==> src/rtl/cache_pkg.sv <==
// Shared definitions for the cache line-fill controller.
//   fill_state_e   : controller state encoding (IDLE=0, FILL=1)
//   LINE_WORDS     : default number of 16-bit words per cache line
//   OFFSET_W       : word-index width within a line
//   line_base_mask : byte-address mask that clears the offset-within-line bits
package cache_pkg;

  typedef enum logic {
    IDLE = 1'b0,
    FILL = 1'b1
  } fill_state_e;

  localparam int unsigned LINE_WORDS = 8;
  localparam int unsigned OFFSET_W   = $clog2(LINE_WORDS);
  localparam int unsigned DATA_W     = 16;

  // A line spans 2*line_words bytes. This must be a power of two, so the
  // low bits of the byte address are the offset and the rest is the line base.
  function automatic logic [31:0] line_base_mask(int unsigned line_words);
    return ~(32'(line_words * 2) - 32'd1);
  endfunction

endpackage

==> src/rtl/cache_fill_fsm_if.sv <==
// Bundle of CPU-miss, memory-request, memory-return and array-write signals
// for the line-fill controller.
//   slave  : the fill controller (takes misses and memory data, drives
//            requests, array write strobes and busy)
//   master : the environment (CPU lookup, memory, data/tag arrays)
interface cache_fill_fsm_if #(
  parameter int unsigned ADDR_W     = 16,
  parameter int unsigned LINE_WORDS = 8
);
  localparam int unsigned OFS_W = $clog2(LINE_WORDS);

  logic              miss_detected;
  logic [ADDR_W-1:0] miss_address;
  logic              fsm_busy;
  logic              mem_read_en;
  logic [ADDR_W-1:0] memory_address;
  logic              memory_data_valid;
  logic [15:0]       memory_data;
  logic              write_data_array;
  logic [OFS_W-1:0]  fill_offset;
  logic [15:0]       fill_data;
  logic              write_tag_array;

  modport slave (
    input  miss_detected, miss_address, memory_data_valid, memory_data,
    output fsm_busy, mem_read_en, memory_address,
           write_data_array, fill_offset, fill_data, write_tag_array
  );

  modport master (
    output miss_detected, miss_address, memory_data_valid, memory_data,
    input  fsm_busy, mem_read_en, memory_address,
           write_data_array, fill_offset, fill_data, write_tag_array
  );
endinterface

==> src/rtl/fill_counter.sv <==
// Saturating word counter for one cache-line fill.
//   clk, rst : clock, asynchronous active-high reset
//   clear    : restart at zero (takes priority over enable)
//   enable   : count one word this cycle
//   count    : current count, 0..LINE_WORDS
//   done     : count has reached LINE_WORDS; further enables are ignored
module fill_counter #(
  parameter  int unsigned LINE_WORDS = 8,
  localparam int unsigned CNT_W      = $clog2(LINE_WORDS) + 1
) (
  input  logic             clk,
  input  logic             rst,
  input  logic             clear,
  input  logic             enable,
  output logic [CNT_W-1:0] count,
  output logic             done
);

  logic [CNT_W-1:0] count_q, count_d;

  always_comb begin
    count_d = count_q;
    if (clear) begin
      count_d = '0;
    end else if (enable && !done) begin
      count_d = count_q + 1'b1;
    end
  end

  always_ff @(posedge clk or posedge rst) begin
    if (rst) begin
      count_q <= '0;
    end else begin
      count_q <= count_d;
    end
  end

  assign count = count_q;
  assign done  = (count_q == CNT_W'(LINE_WORDS));

endmodule

==> src/rtl/cache_fill_fsm.sv <==
// Cache line-fill controller. On a miss it latches the line base, issues one
// memory read per cycle for every word of the line, and writes each returned
// word into the data array in arrival order. The last word also writes the
// tag. Memory latency is unknown, so returns are counted, never matched.
//   clk, rst : clock, asynchronous active-high reset
//   bus      : cache_fill_fsm_if.slave (miss in, memory request/return,
//              data/tag array write strobes, fsm_busy stall)
module cache_fill_fsm
  import cache_pkg::*;
#(
  parameter int unsigned ADDR_W     = 16,
  parameter int unsigned LINE_WORDS = cache_pkg::LINE_WORDS
) (
  input logic             clk,
  input logic             rst,
  cache_fill_fsm_if.slave bus
);

  localparam int unsigned OFS_W = $clog2(LINE_WORDS);
  localparam int unsigned CNT_W = OFS_W + 1;

  fill_state_e       state_q, state_d;
  logic [ADDR_W-1:0] base_q, base_d;
  logic [ADDR_W-1:0] addr_hold_q, addr_hold_d;
  logic [ADDR_W-1:0] req_addr;
  logic [CNT_W-1:0]  req_cnt, rcv_cnt;
  logic              req_done, rcv_done;
  logic              start, req_en, rcv_en;

  // Word address of the next request; each word is two bytes.
  assign req_addr = base_q + (ADDR_W'(req_cnt) << 1);

  always_comb begin
    state_d     = state_q;
    base_d      = base_q;
    addr_hold_d = addr_hold_q;
    start       = 1'b0;
    req_en      = 1'b0;
    rcv_en      = 1'b0;

    bus.mem_read_en      = 1'b0;
    bus.memory_address   = addr_hold_q;
    bus.write_data_array = 1'b0;
    bus.fill_offset      = '0;
    bus.write_tag_array  = 1'b0;

    case (state_q)
      IDLE: begin
        // Returns arriving here are stale (e.g. after a reset) and dropped.
        if (bus.miss_detected) begin
          start   = 1'b1;
          base_d  = bus.miss_address & ADDR_W'(line_base_mask(LINE_WORDS));
          state_d = FILL;
        end
      end
      FILL: begin
        // Issue and receive are independent and may happen in the same cycle.
        if (!req_done) begin
          req_en             = 1'b1;
          bus.mem_read_en    = 1'b1;
          bus.memory_address = req_addr;
          addr_hold_d        = req_addr;
        end
        if (bus.memory_data_valid && !rcv_done) begin
          rcv_en               = 1'b1;
          bus.write_data_array = 1'b1;
          bus.fill_offset      = rcv_cnt[OFS_W-1:0];
          if (rcv_cnt == CNT_W'(LINE_WORDS - 1)) begin
            // Tag goes in with the final word; a miss this cycle is ignored.
            bus.write_tag_array = 1'b1;
            state_d             = IDLE;
          end
        end
      end
      default: state_d = IDLE;
    endcase
  end

  always_ff @(posedge clk or posedge rst) begin
    if (rst) begin
      state_q     <= IDLE;
      base_q      <= '0;
      addr_hold_q <= '0;
    end else begin
      state_q     <= state_d;
      base_q      <= base_d;
      addr_hold_q <= addr_hold_d;
    end
  end

  assign bus.fsm_busy  = (state_q == FILL);
  assign bus.fill_data = bus.memory_data;

  fill_counter #(.LINE_WORDS(LINE_WORDS)) u_req_counter (
    .clk    (clk),
    .rst    (rst),
    .clear  (start),
    .enable (req_en),
    .count  (req_cnt),
    .done   (req_done)
  );

  fill_counter #(.LINE_WORDS(LINE_WORDS)) u_rcv_counter (
    .clk    (clk),
    .rst    (rst),
    .clear  (start),
    .enable (rcv_en),
    .count  (rcv_cnt),
    .done   (rcv_done)
  );

endmodule

==> src/flat_wrapper.sv <==
// flat-port wrapper written by rule: the top's interface ports become plain ports
module cache_fill_fsm_flat import cache_pkg::*;
#(
  parameter int unsigned ADDR_W     = 16,
  parameter int unsigned LINE_WORDS = cache_pkg::LINE_WORDS
)
  (clk, rst, bus_miss_detected, bus_miss_address, bus_memory_data_valid, bus_memory_data, bus_fsm_busy, bus_mem_read_en, bus_memory_address, bus_write_data_array, bus_fill_offset, bus_fill_data, bus_write_tag_array);
  cache_fill_fsm_if #(.ADDR_W(ADDR_W), .LINE_WORDS(LINE_WORDS)) bus_i ();
  input logic clk;
  input logic rst;
  input wire logic [$bits(bus_i.miss_detected)-1:0] bus_miss_detected;
  input wire logic [$bits(bus_i.miss_address)-1:0] bus_miss_address;
  input wire logic [$bits(bus_i.memory_data_valid)-1:0] bus_memory_data_valid;
  input wire logic [$bits(bus_i.memory_data)-1:0] bus_memory_data;
  output wire logic [$bits(bus_i.fsm_busy)-1:0] bus_fsm_busy;
  output wire logic [$bits(bus_i.mem_read_en)-1:0] bus_mem_read_en;
  output wire logic [$bits(bus_i.memory_address)-1:0] bus_memory_address;
  output wire logic [$bits(bus_i.write_data_array)-1:0] bus_write_data_array;
  output wire logic [$bits(bus_i.fill_offset)-1:0] bus_fill_offset;
  output wire logic [$bits(bus_i.fill_data)-1:0] bus_fill_data;
  output wire logic [$bits(bus_i.write_tag_array)-1:0] bus_write_tag_array;
  assign bus_i.miss_detected = bus_miss_detected;
  assign bus_i.miss_address = bus_miss_address;
  assign bus_i.memory_data_valid = bus_memory_data_valid;
  assign bus_i.memory_data = bus_memory_data;
  assign bus_fsm_busy = bus_i.fsm_busy;
  assign bus_mem_read_en = bus_i.mem_read_en;
  assign bus_memory_address = bus_i.memory_address;
  assign bus_write_data_array = bus_i.write_data_array;
  assign bus_fill_offset = bus_i.fill_offset;
  assign bus_fill_data = bus_i.fill_data;
  assign bus_write_tag_array = bus_i.write_tag_array;
  cache_fill_fsm #(.ADDR_W(ADDR_W), .LINE_WORDS(LINE_WORDS)) u_core (.clk(clk), .rst(rst), .bus(bus_i));
endmodule
==> config.mk <==
export PLATFORM = sky130hd
export DESIGN_NAME = cache_fill_fsm_flat
export DESIGN_NICKNAME = d
export VERILOG_FILES = /design/src/rtl/cache_pkg.sv /design/src/rtl/cache_fill_fsm_if.sv /design/src/rtl/fill_counter.sv /design/src/rtl/cache_fill_fsm.sv /design/src/flat_wrapper.sv
export SDC_FILE = /design/constraint.sdc
export NUM_CORES = 1
export LEC_CHECK = 0
export ABC_AREA = 0
export CORE_ASPECT_RATIO = 0.75
export CORE_MARGIN = 1.5
export CORE_UTILIZATION = 39
export CTS_CLUSTER_SIZE = 20
export DETAILED_ROUTE_END_ITERATION = 6
export PLACE_DENSITY = 0.76
export SLEW_MARGIN = 20
export SYNTH_ARGS = -nofsm -noshare
export SYNTH_HDL_FRONTEND = slang
export SYNTH_HIERARCHICAL = 1
export SYNTH_SLANG_ARGS = --single-unit
==> constraint.sdc <==
create_clock -name clk -period 2.1 [get_ports clk]
set_input_delay 0.63 -clock clk [delete_from_list [all_inputs] [get_ports clk]]
set_output_delay 0.63 -clock clk [all_outputs]
set_load 0.01 [all_outputs]
==> results_dict.tcl <==
set metrics [dict create \
    ir_worst_vdd_mv 0.991 \
    yosysUniqueCellTypes 30 \
    seq_power_share_pct 22.9 \
    fp.dieH_um 63.6 \
    timing.rr.end "u_core/addr_hold_q[1]$_DFF_PP0_" \
    numCtsBuffers 5 \
    hold_violations 0 \
    tns_ps -5490 \
    p_int_mw 3.71 \
    post-dp-hpwl_um 3130 \
    crit_cells 6 \
    rows 21 \
    status "finished, violations left" \
    synth_area_um2 1910 \
    h-tree-depth 2 \
    worst-path-buf-inv 2 \
    worst_slew_pin_slew_ps 432 \
    cts_hold_buf 0 \
    synthCells 190 \
    portBuffers 38 \
    r2r_slack_ps -180 \
    crit_arrival_ps 1860 \
    cp-endpoint "bus_memory_address[11]" \
    dpl_cell_area_um2 2580 \
    holdCritPathClass "reg2reg" \
    core-area_um2 4570 \
    fin_crit_sh_pct 119 \
    drt-pass1-iter-count 4 \
    crit_chain "ha_4 -> nand4_2 -> buf_4 -> or3_1 -> a31oi_1 -> buf_2" \
    crit_family "simple AND/OR/NAND/NOR gates" \
    fmax_mhz 401 \
    place.gp.congestion 0.815 \
    final_common_cell "buf_4" \
    grt_pass1_wl_um 9000 \
    area_delta_synth_final_pct 78.9 \
    wl_per_cell_um 16.3 \
    critPathMaxStageDelay_ps 390 \
    worst_clock_skew_ps 5.79 \
    route.detailed.drc 0 \
    crit_fanout 6 \
    share_comb_of_total_power_pct 68.5 \
    cts_buffer_depth 2 \
    setup_ws_ps -392 \
    clkSinkCount 37 \
    pin_count 75 \
    layout.nets 354 \
    routed_via_density 4.92 \
    antenna_found_initial 0 \
    diodes 0 \
    synth_top_area_share_pct 48.5 \
    grt_max_degree 30 \
    worstSetupEndpointType "output pin" \
    drv_cap 0 \
    clk_pin_slew_ps 70 \
    drtAntennaViolNets 0 \
    reg2reg_depth 17 \
    synthArstFlopShare_pct 100 \
    violations "negative setup slack" \
    initial_core_util_pct 41.7 \
    p_leak_nw 1.63 \
    finalMaxSlewViolations 0 \
    setup_viol 23 \
    synth_nets 232 \
    vias 1814 \
    seq_area_frac_synth_pct 48.5 \
    ys_warn_count 6 \
    cts_tree "yes" \
    track_usage_pct 22.4 \
    synth-main-ff-cell "dfrtp_1" \
    power.share.clock_pct 8.7 \
    power_mw 5.88 \
    grt-ovfl-total 0 \
    clk_latency_ps 290 \
    finalWirelength_um 6000 \
    cellPowerDensity_nw_per_um2 1720 \
    layout_common_cells "buf_4 (75), dfrtp_1 (37), buf_6 (32), clkdlybuf4s50_1 (15)" \
    rsz0062_at_grt "true" \
    die_w_um 83.8 \
    synth_top_area_cell "dfrtp_1" \
    max_slew_margin_pct 70.9 \
    crit_type "reg2out" \
    detail_route.iter0.violations 87 \
    root_buffer "clkbuf_8" \
    dieArea_um2 5330 \
    synth-seq-cells 37 \
    postLayoutCellArea_um2 3410 \
    ys_top_cells_by_area "dfrtp_1 (49%), mux2_2 (6.5%), buf_4 (6.3%), nand2_1 (5.3%), ha_1 (3.9%)" \
    rr_startpoint "u_core/u_req_counter/count[0]$_DFFE_PP0P_" \
    crit_path_start_kind "flip-flop" \
    power.switching_mw 2.18 \
    grt_pass1_vias 1841 \
    whs_path_depth 2 \
    crit_path_top_delay_cell "dfrtp_1" \
    crit_start "u_core/base_q[4]$_DFFE_PP0P_" \
    min_period_ps 2490 \
    syn_avg_cell_area_um2 10.0 \
    required_ps 1470 \
    drive_above_1_share_pct 61.9 \
    synth-edff-count 0 \
    sw_frac_of_total_pct 37.0 \
]
synthesized netlist by cell type (2+ instances only):
master and count:
dfrtp_1 37, nand2_1 27, nor2_1 17, buf_4 16, mux2_2 11, inv_1 9
o21ai_0 8, a31oi_1 7, ha_1 6, nand2b_1 5, and2_1 4, clkbuf_1 4
nand4_1 4, or3_1 4, o31ai_1 3, or4_1 3, xor2_1 3, a21oi_1 2
and3b_1 2, mux2_4 2, mux2i_1 2, nand3_1 2, nand3_2 2, o21a_1 2
or3b_1 2, xnor2_1 2
logic make-up (layout without fill, tap and decap cells):
kind of cell / Yosys count / after routing / synth area share [%]
AOI/OAI and AO/OA: 22 / 22 / 6.88
xor gates and xnor gates: 5 / 5 / 2.30
adders and majority gates: 6 / 6 / 3.93
DFF: 37 / 37 / 48.5
muxes: 15 / 15 / 9.11
and+or+nand+nor: 75 / 75 / 20.1
buffers and inverters: 30 / 152 / 9.11
power by group through the flow:
stage | Clock, mW | Sequential [mW] | Combinational [mW]
final | 0.510 | 1.35 | 4.03
after global routing | 0.557 | 1.38 | 4.34
after CTS | 0.513 | 1.30 | 3.67
after detailed placement | 0 | 1.29 | 2.43
after global placement | 0 | 1.27 | 2.37
after floorplan | 0 | 1.31 | 1.15
worst min-delay path by stage:
stage / startpoint / to / slack (ps)
3_5_place_dp: u_core/addr_hold_q[3]$_DFF_PP0_ / u_core/addr_hold_q[3]$_DFF_PP0_ / 480
5_1_grt: u_core/addr_hold_q[4]$_DFF_PP0_ / u_core/addr_hold_q[4]$_DFF_PP0_ / 510
2_1_floorplan: rst / u_core/u_rcv_counter/count[0]$_DFFE_PP0P_ / 400
4_1_cts: u_core/addr_hold_q[4]$_DFF_PP0_ / u_core/addr_hold_q[4]$_DFF_PP0_ / 490
3_3_place_gp: u_core/addr_hold_q[3]$_DFF_PP0_ / u_core/addr_hold_q[3]$_DFF_PP0_ / 460
6_report: u_core/addr_hold_q[4]$_DFF_PP0_ / u_core/addr_hold_q[4]$_DFF_PP0_ / 500
per-stage QoR:
stage | std cells | setup slack, ps | hold WS, ps | utilization, %
detailed placement | 301 | -595 | 476 | 56.5
CTS | 381 | -376 | 491 | 72.6
global route | 369 | -465 | 509 | 74.7
floorplan | 190 | -15.0 | 396 | -
finish | 369 | -392 | 497 | 74.7
global placement | 301 | -559 | 456 | 56.5
worst register-to-register path: cells and delay by family, from the launching register on:
family / cells / cell delay, ps
buffers and inverters: 11 / 1290
DFF: 1 / 370
and+or+nand+nor: 5 / 370
adders and majority gates: 1 / 160
metal layers:
| metal | up-vias | GRT usage (%) | wire length, um |
|---|---|---|---|
| li1 | 870 | - | - |
| met1 | 889 | 28.7 | 2570 |
| met2 | 45 | 36.5 | 3050 |
| met3 | 10 | 4.72 | 265 |
| met4 | 0 | 10.2 | 118 |
| met5 | - | 0 | 0 |
what timing repair did:
action	4_1_cts	5_1_grt
pin swaps	27	12
gates cloned	1	0
setup endpoints to repair	22	30
setup buffers	72	14
endpoints found under the hold margin	0	0
resized for setup	141	51
cell type report:
cell class / instances / area (um^2)
clock buffers: 7 / 86.3
fillers: 292 / 1160
inverters: 9 / 36.3
multi-input cells: 123 / 1090
flip-flops and latches: 37 / 926
well taps: 57 / 71.3
repair buffers: 136 / 1200
flip-flops by register name, indices dropped and copies added (netlist names):
signal and flops:
u_core/u_req_counter/count 4, u_core/u_rcv_counter/count 4, u_core/bus.fsm_busy 1, u_core/base_q 12, u_core/addr_hold_q 16
(Power assumes the default switching activity.)
